## config.mk

```make
export PLATFORM = sky130hd
export DESIGN_NAME = throw_judge
export DESIGN_NICKNAME = d
export VERILOG_FILES = /design/src/rtl/throw_judge_pkg.sv /design/src/rtl/hitbox_check.sv /design/src/rtl/throw_judge.sv
export SDC_FILE = /design/constraint.sdc
export NUM_CORES = 1
export LEC_CHECK = 0
export ABC_AREA = 1
export ABC_CLOCK_PERIOD_IN_PS = 4510
export BUFFER_PORTS_ARGS = -buffer_cell sky130_fd_sc_hd__buf_2
export CORE_MARGIN = 5
export CORE_UTILIZATION = 44
export DETAILED_ROUTE_END_ITERATION = 16
export SLEW_MARGIN = 40
export SYNTH_ARGS = -nofsm -noshare
export SYNTH_HDL_FRONTEND = slang
export SYNTH_SLANG_ARGS = --single-unit
```

## constraint.sdc

```tcl
create_clock -name clk60MHz -period 4.51 [get_ports clk60MHz]
set_input_delay 0.451 -clock clk60MHz [delete_from_list [all_inputs] [get_ports clk60MHz]]
set_output_delay 0.451 -clock clk60MHz [all_outputs]
set_load 0.01 [all_outputs]
```

## src/rtl/throw_judge_pkg.sv

```systemverilog
// Shared game geometry, hit-point constants and judge state encoding used by the
// trajectory, judge and draw blocks.
package throw_judge_pkg;

    localparam int unsigned COORD_W              = 32'd12;
    localparam int unsigned HP_W                 = 32'd3;

    localparam int unsigned GAME_GROUND_Y        = 32'd768;
    localparam int unsigned GAME_TARGET_TOP      = 32'd640;
    localparam int unsigned GAME_TARGET_W        = 32'd128;
    localparam int unsigned GAME_BALL_W          = 32'd32;
    localparam int unsigned GAME_BALL_H          = 32'd32;
    localparam int unsigned GAME_HP_INIT         = 32'd5;
    localparam int unsigned GAME_COOLDOWN_CYCLES = 32'd1024;
    localparam int unsigned GAME_TIMEOUT_CYCLES  = 32'd67108864;

    typedef enum logic [1:0] {
        IDLE     = 2'd0,
        RISE     = 2'd1,
        FALL     = 2'd2,
        COOLDOWN = 2'd3
    } judge_state_t;

    // One hit costs one point; an exhausted opponent stays at zero.
    function automatic logic [HP_W-1:0] hp_after_hit(input logic [HP_W-1:0] hp_now);
        logic [HP_W-1:0] hp_dec;
        hp_dec = hp_now - {{(HP_W-1){1'b0}}, 1'b1};
        return (hp_now == {HP_W{1'b0}}) ? hp_now : hp_dec;
    endfunction

endpackage

```

## src/rtl/hitbox_check.sv

```systemverilog
// Combinational overlap test between the projectile sprite and the opponent hitbox.
// Sums are one bit wider than the coordinates so they never wrap.
module hitbox_check
    import throw_judge_pkg::*;
#(
    parameter int unsigned TARGET_TOP = GAME_TARGET_TOP,
    parameter int unsigned TARGET_W   = GAME_TARGET_W,
    parameter int unsigned BALL_W     = GAME_BALL_W,
    parameter int unsigned BALL_H     = GAME_BALL_H
) (
    input  logic [COORD_W-1:0] xpos_ball,
    input  logic [COORD_W-1:0] ypos_ball,
    input  logic [COORD_W-1:0] xpos_target,
    output logic               overlap
);

    localparam int unsigned EXT_W = COORD_W + 32'd1;

    localparam logic [EXT_W-1:0] BALL_W_EXT     = EXT_W'(BALL_W);
    localparam logic [EXT_W-1:0] BALL_H_EXT     = EXT_W'(BALL_H);
    localparam logic [EXT_W-1:0] TARGET_W_EXT   = EXT_W'(TARGET_W);
    localparam logic [EXT_W-1:0] TARGET_TOP_EXT = EXT_W'(TARGET_TOP);

    logic [EXT_W-1:0] ball_left_s;
    logic [EXT_W-1:0] ball_right_s;
    logic [EXT_W-1:0] ball_bottom_s;
    logic [EXT_W-1:0] target_left_s;
    logic [EXT_W-1:0] target_right_s;
    logic             x_overlap_s;
    logic             y_overlap_s;

    assign ball_left_s    = {1'b0, xpos_ball};
    assign ball_right_s   = {1'b0, xpos_ball} + BALL_W_EXT;
    assign ball_bottom_s  = {1'b0, ypos_ball} + BALL_H_EXT;
    assign target_left_s  = {1'b0, xpos_target};
    assign target_right_s = {1'b0, xpos_target} + TARGET_W_EXT;

    // Horizontal spans must intersect and the sprite bottom must reach the hitbox top.
    always_comb begin
        x_overlap_s = (ball_right_s > target_left_s) && (ball_left_s < target_right_s);
        y_overlap_s = (ball_bottom_s >= TARGET_TOP_EXT);
        overlap     = x_overlap_s && y_overlap_s;
    end

endmodule

```

## src/rtl/throw_judge.sv

```systemverilog
// Throw judge: follows one projectile flight from launch to hit, ground miss or
// watchdog expiry, emits the end-of-throw/hit pulses and keeps the opponent's hit points.
module throw_judge
    import throw_judge_pkg::*;
#(
    parameter int unsigned GROUND_Y        = GAME_GROUND_Y,
    parameter int unsigned TARGET_TOP      = GAME_TARGET_TOP,
    parameter int unsigned TARGET_W        = GAME_TARGET_W,
    parameter int unsigned BALL_W          = GAME_BALL_W,
    parameter int unsigned BALL_H          = GAME_BALL_H,
    parameter int unsigned HP_INIT         = GAME_HP_INIT,
    parameter int unsigned COOLDOWN_CYCLES = GAME_COOLDOWN_CYCLES,
    parameter int unsigned TIMEOUT_CYCLES  = GAME_TIMEOUT_CYCLES
) (
    input  logic               clk60MHz,
    input  logic               rst,
    input  logic               throw_start,
    input  logic               game_restart,
    input  logic [COORD_W-1:0] xpos_ball,
    input  logic [COORD_W-1:0] ypos_ball,
    input  logic [COORD_W-1:0] xpos_target,
    output logic               end_throw,
    output logic               hit,
    output logic [HP_W-1:0]    hp,
    output logic               game_over
);

    localparam int unsigned CNT_MAX = (TIMEOUT_CYCLES > COOLDOWN_CYCLES) ? TIMEOUT_CYCLES : COOLDOWN_CYCLES;
    localparam int unsigned CNT_W   = $clog2(CNT_MAX + 32'd1);
    localparam int unsigned EXT_W   = COORD_W + 32'd1;

    localparam logic [CNT_W-1:0]   CNT_ZERO       = {CNT_W{1'b0}};
    localparam logic [CNT_W-1:0]   CNT_ONE        = {{(CNT_W-1){1'b0}}, 1'b1};
    localparam logic [CNT_W-1:0]   TIMEOUT_LIMIT  = CNT_W'(TIMEOUT_CYCLES);
    localparam logic [CNT_W-1:0]   COOLDOWN_LIMIT = CNT_W'(COOLDOWN_CYCLES);
    localparam logic [EXT_W-1:0]   GROUND_LIMIT   = EXT_W'(GROUND_Y);
    localparam logic [HP_W-1:0]    HP_RELOAD      = HP_W'(HP_INIT);
    localparam logic [HP_W-1:0]    HP_ZERO        = {HP_W{1'b0}};
    localparam logic [COORD_W-1:0] Y_ZERO         = {COORD_W{1'b0}};

    judge_state_t       state_r;
    judge_state_t       state_nxt_s;
    logic [CNT_W-1:0]   cnt_r;
    logic [CNT_W-1:0]   cnt_nxt_s;
    logic [COORD_W-1:0] y_prev_r;
    logic [COORD_W-1:0] y_prev_nxt_s;
    logic [HP_W-1:0]    hp_r;
    logic [HP_W-1:0]    hp_nxt_s;
    logic               end_throw_r;
    logic               end_throw_s;
    logic               hit_r;
    logic               hit_s;

    logic               overlap_s;
    logic               ground_s;
    logic               descending_s;
    logic               timeout_s;
    logic               cool_done_s;

    hitbox_check #(
        .TARGET_TOP (TARGET_TOP),
        .TARGET_W   (TARGET_W),
        .BALL_W     (BALL_W),
        .BALL_H     (BALL_H)
    ) u_hitbox_check (
        .xpos_ball   (xpos_ball),
        .ypos_ball   (ypos_ball),
        .xpos_target (xpos_target),
        .overlap     (overlap_s)
    );

    // Flight and cooldown conditions derived from the sampled inputs and the shared counter.
    always_comb begin
        ground_s     = ({1'b0, ypos_ball} >= GROUND_LIMIT);
        descending_s = (ypos_ball > y_prev_r);
        timeout_s    = (cnt_r >= TIMEOUT_LIMIT);
        cool_done_s  = (cnt_r >= COOLDOWN_LIMIT);
    end

    // State register; a reset mid-flight simply drops the throw.
    always_ff @(posedge clk60MHz or posedge rst) begin
        if (rst) begin
            state_r <= IDLE;
        end else begin
            state_r <= state_nxt_s;
        end
    end

    // Next-state logic; while waiting, ypos rests on the ground so nothing is judged.
    always_comb begin
        state_nxt_s = state_r;
        case (state_r)
            IDLE: begin
                if (throw_start) begin
                    state_nxt_s = RISE;
                end else begin
                    state_nxt_s = IDLE;
                end
            end
            RISE: begin
                if (timeout_s) begin
                    state_nxt_s = COOLDOWN;
                end else if (descending_s) begin
                    state_nxt_s = FALL;
                end else begin
                    state_nxt_s = RISE;
                end
            end
            FALL: begin
                if (overlap_s || ground_s || timeout_s) begin
                    state_nxt_s = COOLDOWN;
                end else begin
                    state_nxt_s = FALL;
                end
            end
            COOLDOWN: begin
                if (cool_done_s) begin
                    state_nxt_s = IDLE;
                end else begin
                    state_nxt_s = COOLDOWN;
                end
            end
            default: begin
                state_nxt_s = IDLE;
            end
        endcase
    end

    // Per-state outputs and datapath updates; the counter serves as watchdog in flight
    // and as quiet-time meter in cooldown, where any throw request restarts the wait.
    always_comb begin
        end_throw_s  = 1'b0;
        hit_s        = 1'b0;
        cnt_nxt_s    = cnt_r;
        y_prev_nxt_s = y_prev_r;
        case (state_r)
            IDLE: begin
                cnt_nxt_s = CNT_ZERO;
                if (throw_start) begin
                    y_prev_nxt_s = ypos_ball;
                end else begin
                    y_prev_nxt_s = y_prev_r;
                end
            end
            RISE: begin
                y_prev_nxt_s = ypos_ball;
                end_throw_s  = timeout_s;
                cnt_nxt_s    = timeout_s ? CNT_ZERO : (cnt_r + CNT_ONE);
            end
            FALL: begin
                hit_s       = overlap_s;
                end_throw_s = overlap_s || ground_s || timeout_s;
                cnt_nxt_s   = end_throw_s ? CNT_ZERO : (cnt_r + CNT_ONE);
            end
            COOLDOWN: begin
                cnt_nxt_s = (throw_start || cool_done_s) ? CNT_ZERO : (cnt_r + CNT_ONE);
            end
            default: begin
                cnt_nxt_s = CNT_ZERO;
            end
        endcase

        // A restart reloads the points even when it lands on a hit.
        if (game_restart) begin
            hp_nxt_s = HP_RELOAD;
        end else if (hit_s) begin
            hp_nxt_s = hp_after_hit(hp_r);
        end else begin
            hp_nxt_s = hp_r;
        end
    end

    // Datapath and output registers.
    always_ff @(posedge clk60MHz or posedge rst) begin
        if (rst) begin
            cnt_r       <= CNT_ZERO;
            y_prev_r    <= Y_ZERO;
            hp_r        <= HP_RELOAD;
            end_throw_r <= 1'b0;
            hit_r       <= 1'b0;
        end else begin
            cnt_r       <= cnt_nxt_s;
            y_prev_r    <= y_prev_nxt_s;
            hp_r        <= hp_nxt_s;
            end_throw_r <= end_throw_s;
            hit_r       <= hit_s;
        end
    end

    assign end_throw = end_throw_r;
    assign hit       = hit_r;
    assign hp        = hp_r;
    assign game_over = (hp_r == HP_ZERO);

endmodule
```

; ---- Word level (Yosys, flattened, before mapping)
; Cells that the tools add are included.
[totals]
ff_bits = 46
output_inout_bits = 6
ramBits = 0
mem_bits_ro = 0
mem_count = 0
wordCells = 51
latch_bits = 0
in_bits = 40
[op_classes]
eq_ne = 5
reduce_logical = 11
n_mul = 0
n_div = 0
addsub = 5
n_lt_le_gt_ge = 7
muxes = 17
n_bitwise = 0
shifts = 0
[op_table]
columns = op, n
row1 = one-hot mux 27 bit (4 select lines), 1
row2 = two-way mux 27 bit, 3
row3 = adder 27 x 1 -> 27 bit (second input constant), 1
row4 = >= comparator 27 x 11 -> 1 bit (second input constant), 1
row5 = >= comparator 27 bit (second input constant), 1
row6 = adder 12 x 6 -> 13 bit (second input constant), 2
row7 = one-hot mux 12 bit (2 select lines), 1
row8 = adder 12 x 8 -> 13 bit (second input constant), 1
row9 = >= comparator 13 x 10 -> 1 bit (second input constant), 1
row10 = greater-than comparator 13 x 12 -> 1 bit, 1
row11 = < comparator 12 x 13 -> 1 bit, 1
row12 = >= comparator 12 x 10 -> 1 bit (second input constant), 1
row13 = greater-than comparator 12 bit, 1
row14 = two-way mux 12 bit, 1
row15 = two-way mux 3 bit, 3
row16 = one-hot mux 2 bit (4 select lines), 1
row17 = two-way mux 2 bit, 3
row18 = == test 2 bit (second input constant), 2
row19 = != test 2 bit (second input constant), 2
row20 = AND reduction 2 bit, 2
row21 = nonzero test 2 bit, 2
row22 = logical NOT 3 bit, 1
row23 = logical OR 1 bit, 3
row24 = two-way mux 1 bit, 3
row25 = other kinds (5), 6

; ---- Longest topological paths before layout
[logic_depth]
ltp_word = 8
depth_mapped = 18
ltp_nobuf = 18

; ---- Hierarchy
; Synthesis repeated with hierarchy kept, for this count alone.
[hier_totals]
hier_cells = 477
hier_area_um2 = 3512.1
[modules_own_cells]
columns = module, area_each_um2, cells_each, n_inst, seq_area_each_um2
row1 = throw_judge, 2743.9, 353, 1, 1153.6
row2 = hitbox_check, 768.2, 124, 1, 0.0

; ---- Worst setup path after synthesis
; OpenSTA, ideal clock, no wires.
[synth_path]
path_kind = input to register
startpoint = input port xpos_ball[5]
endpoint = register cnt_r[12]
slack_ns = 2.303
arrival_time_ns = 2.082
required_ns = 4.385
cell_stages = 14
setup_ns = 0.125
n_path_buf = 1
path_cell_list = ha_1 > nand3_1 > xor2_1 > inv_1 > ha_1 > and3_1 > nand2_1 > nor2_1 > nand2_2 > nand2_2 > nand3_4 > nand3_4 > buf_8 > a21oi_2
[synth_via]
elab_chain_len = 8
elab_cells_between_ends = 9
cone_classes = 1 x add/sub / 2 x order compare / 2 x mux / 4 x reduce/logical
[synth_lines]
columns = item, line_no
row1 = from (decl), throw_judge.sv:19  ; input logic [COORD_W-1:0] xpos_ball,
row2 = adder 12 x 6 -> 13 bit, hitbox_check.sv:33  ; assign ball_right_s = {1'b0, xpos_ball} + BALL_W_EXT;
row3 = greater-than comparator 13 x 12 -> 1 bit, hitbox_check.sv:40  ; x_overlap_s = (ball_right_s > target_left_s) && (ball_left_s < target_right_s);
row4 = logical AND 1 bit *, hitbox_check.sv:40
row5 = logical AND 1 bit *, hitbox_check.sv:42  ; overlap = x_overlap_s && y_overlap_s;
row6 = logical OR 1 bit * (2 in a row), throw_judge.sv:152  ; end_throw_s = overlap_s || ground_s || timeout_s;
row7 = two-way mux 27 bit *, throw_judge.sv:153  ; cnt_nxt_s = end_throw_s ? CNT_ZERO : (cnt_r + CNT_ONE);
row8 = one-hot mux 27 bit (4 select lines) *, throw_judge.sv:136  ; case (state_r)
row9 = net cnt_nxt_s[12], throw_judge.sv:44  ; logic [CNT_W-1:0] cnt_nxt_s;
row10 = to (signal assigned), throw_judge.sv:182  ; cnt_r <= cnt_nxt_s;
row11 = to (decl), throw_judge.sv:43  ; logic [CNT_W-1:0] cnt_r;
; The timed path passes the listed nets; every way through them passes the cells marked *.
; A chain may end at the register's enable or synchronous reset.

; ---- Worst setup path in the final report
[layout_path]
startpoint = input port xpos_ball[5]
endpoint = register cnt_r[5]
; Same word-level chain as after synthesis.

==> metrics.md <==
| Metric | Value |
|---|---|
| Buffers and inverters on the worst path | `1` |
| Chip width | `approximately 100 µm` |
| PwrDens | `between 300 and 400 nW/µm²` |
| Overall routing resource usage | `0.1633` |
| Rows | `34` |
| Core Area | `8636 µm²` |
| Async S/R FF share, synth | `1.000` |
| Unique masters post-synth | `40` |
| Antenna violations before repair | `0` |
| Post-route DRC | `0` |
| Worst-path clk slew | `0.09 ns` |
| Slew at the pin closest to its max-slew limit | `0.8178 ns` |
| Total of max-cap violations | `0` |
| Global-route wire length before repair | `15.26 mm` |
| Class of the worst hold path | `in2async` |
| Final Skew | `0.009663 ns` |
| Avg Vias per Cell | `5.048` |
| CP top delay family | `simple AND/OR/NAND/NOR gates` |
| Largest net degree at the start of global routing | `between 40 and 50` |
| FF-to-FF setup slack | `2.42 ns` |
| Via count | `3,458` |
| Root buf cell | `clkbuf_8` |
| Worst-path maximum fanout | `24` |
| Filler cells | `a little under 900` |
| Routed Antenna Nets | `0` |
| Slew Limit Fails | `0` |
| Final WL | `8.608 mm` |
| CTS Hold Bufs | `0` |
| H-tree lvl count | `2` |
| Post-Syn Area | `3874 µm²` |
| CTS tree | `built` |
| Port bufs | `45` |
| HPWL after detailed placement | `6.723 mm` |
| Post-route minimum period | `2.370 ns` |
| Post-Syn Nets | `614` |
| Final hold viol count | `0` |
| Gp weighted congestion | `0.9084` |
| Reg2reg start | `state_r[1]` |
| Setup TNS Final | `0 ns` |
| Synth area leaders | `dfrtp_1 28%, ha_1 14%, nand2_1 12%` |
| Worst r2r path cells | `6` |
| Vias in the first global route | `between 3,000 and 4,000` |
| Critical Path Sink Type | `flip-flop` |
| # diodes | `0` |
| Slew HR | `0.4514` |
| Postcts setup bufs | `0` |
| #FFs+latches synth | `46` |
| WL/cell | `12.57 µm` |
| Final setup violation count | `0` |
| CTS Buf Count | `5` |
| CTS Buffer Depth | `2` |
| Drt first pass iters | `4` |
| Cell with the most instances after synthesis | `nand2_1` |
| Outcome | `finished clean` |
| Top cells by count, synth | `126 x nand2_1, 83 x inv_1, 51 x nand3_1` |
| Post-synth top area share | `0.2842` |
| Largest area contributor in the netlist | `dfrtp_1` |
| Layout cells sized above 1 | `0.1837` |
| Crit path max-delay cell type | `nand3_4` |
| Grt ovf | `0` |
| Nets@finish | `between 600 and 700` |
| Resized Gates After CTS | `0` |
| Worst path max stage delay | `0.35 ns` |
| CP Cell Sequence | `buf_2 > ha_1 > nand4_1 > xnor2_1 > ha_1 > and3_1 > nand2_1 > nor2_1 > nor2_4 > nand3_4 > nand3_4 > a21oi_1` |
| Die area | `10,780 µm²` |
| Crit path launch type | `primary input` |
| Mapped Cells | `532` |
| Area Overhead vs Synth | `10.40%` |
| Main synth FF type | `dfrtp_1` |
| Leakage Power | `2.128 nW` |
| Number of synthesized flops with an enable pin | `0` |
| RSZ-0062 raised after global routing | `false` |
| Synthesis Warnings | `0` |
| Worst EP arrival | `approximately 2.6 ns` |
| Initial Util | `0.4486` |
| Avg Cell Area, Syn | `roughly 7.3 µm²` |
| Clk sinks | `46` |
| DR iter-0 viols | `roughly 250` |
| Final Power | `1.447 mW` |
| Fmax achieved | `421.9 MHz` |
| Clk_lat worst skew | `0.30 ns` |
| Sequential share of the synthesized area | `0.2978` |
| Die Y | `103.8 µm` |
| Req. time, crit path | `4.73 ns` |
| Setup CP Type | `in2reg` |
| Tcrit/Tclk final | `0.5255` |
| R2r endpoint | `state_r[0]` |
| I/O pins | `46` |
| Max VDD drop | `0.0002223 V` |
-- state kept, by name, indices dropped and copies added (netlist names) --
register,cells
hit,1
hp,3
y_prev_r,12
state_r,2
cnt_r,27
end_throw,1
-- where the power goes --
| group | internal [mW] | switching [mW] |
|---|---|---|
| combinational | 0.199 | 0.407 |
| sequential | 0.489 | 0.0338 |
| clock | 0.166 | 0.151 |
-- cell type report --
class | instances | area [µm²] | area share
tap | 108 | 135.1 | 0.03160
clock buffer | 5 | 68.82 | 0.01609
sequential | 46 | 1154 | 0.2697
clock inverter | 3 | 43.79 | 0.01024
multi-input combinational | 392 | 2321 | 0.5427
inverter | 85 | 321.6 | 0.07519
timing repair buffer | 46 | 232.7 | 0.05442
-- layer usage --
metal,track usage,up-vias,routed length [µm]
li1,-,1814,-
met1,0.2260,1557,4194
met2,0.2719,82,3965
met3,0.02674,5,383
met4,0.02775,0,65
met5,0,-,0
-- placed cells by master (no fill, tap or decap), types with 2 or more instances in the layout --
cell type / Yosys / layout
nand2_1: 126 / 126
inv_1: 83 / 81
nand3_1: 51 / 51
buf_2: 0 / 45
dfrtp_1: 44 / 44
ha_1: 42 / 42
nor2_1: 38 / 38
a21oi_1: 23 / 23
a21oi_2: 20 / 20
o21ai_0: 16 / 16
nand4_1: 16 / 16
nand2_2: 8 / 8
or2_2: 8 / 8
xor2_1: 7 / 7
nor3_1: 6 / 6
clkbuf_8: 0 / 5
xnor2_1: 4 / 4
nor4_1: 4 / 4
nor2_4: 3 / 3
nor2_2: 3 / 3
o21ai_1: 2 / 2
inv_2: 1 / 2
o21bai_1: 2 / 2
nand3_4: 2 / 2
dfstp_2: 2 / 2
-- cells by family after synthesis --
group / after synthesis / synth area share
buffers and inverters: 94 / 0.1030
AND/OR/NAND/NOR: 269 / 0.3227
XOR/XNOR: 11 / 0.02487
AO/OA/AOI/OAI: 70 / 0.1160
adder cells (fa/ha/maj): 42 / 0.1357
flip-flops: 46 / 0.2978
-- worst max path at each step --
stage                       startpoint         to  slack [ns]  cells after the start
after global placement    xpos_ball[5]   cnt_r[5]        1.87                     13
after global routing      xpos_ball[5]  cnt_r[18]        1.90                     12
after floorplan           xpos_ball[5]  cnt_r[12]        2.30                     14
final                     xpos_ball[5]   cnt_r[5]        2.14                     12
after detailed placement  xpos_ball[5]  cnt_r[18]        1.80                     12
after CTS                 xpos_ball[5]  cnt_r[23]        2.13                     12
-- per-stage QoR --
stage	setup WS, ns	util	hold WS, ns	cell area, µm²	cells
after floorplan	2.303	-	0.4735	3874	532
after global placement	1.866	0.4819	0.4596	4161	677
after detailed placement	1.804	0.4822	0.4798	4164	677
after CTS	2.127	0.4952	0.2377	4277	685
after global routing	1.898	0.4952	0.2583	4277	685
final	2.140	0.4952	0.2159	4277	685
Note: power is estimated with default switching activity, not from simulation.
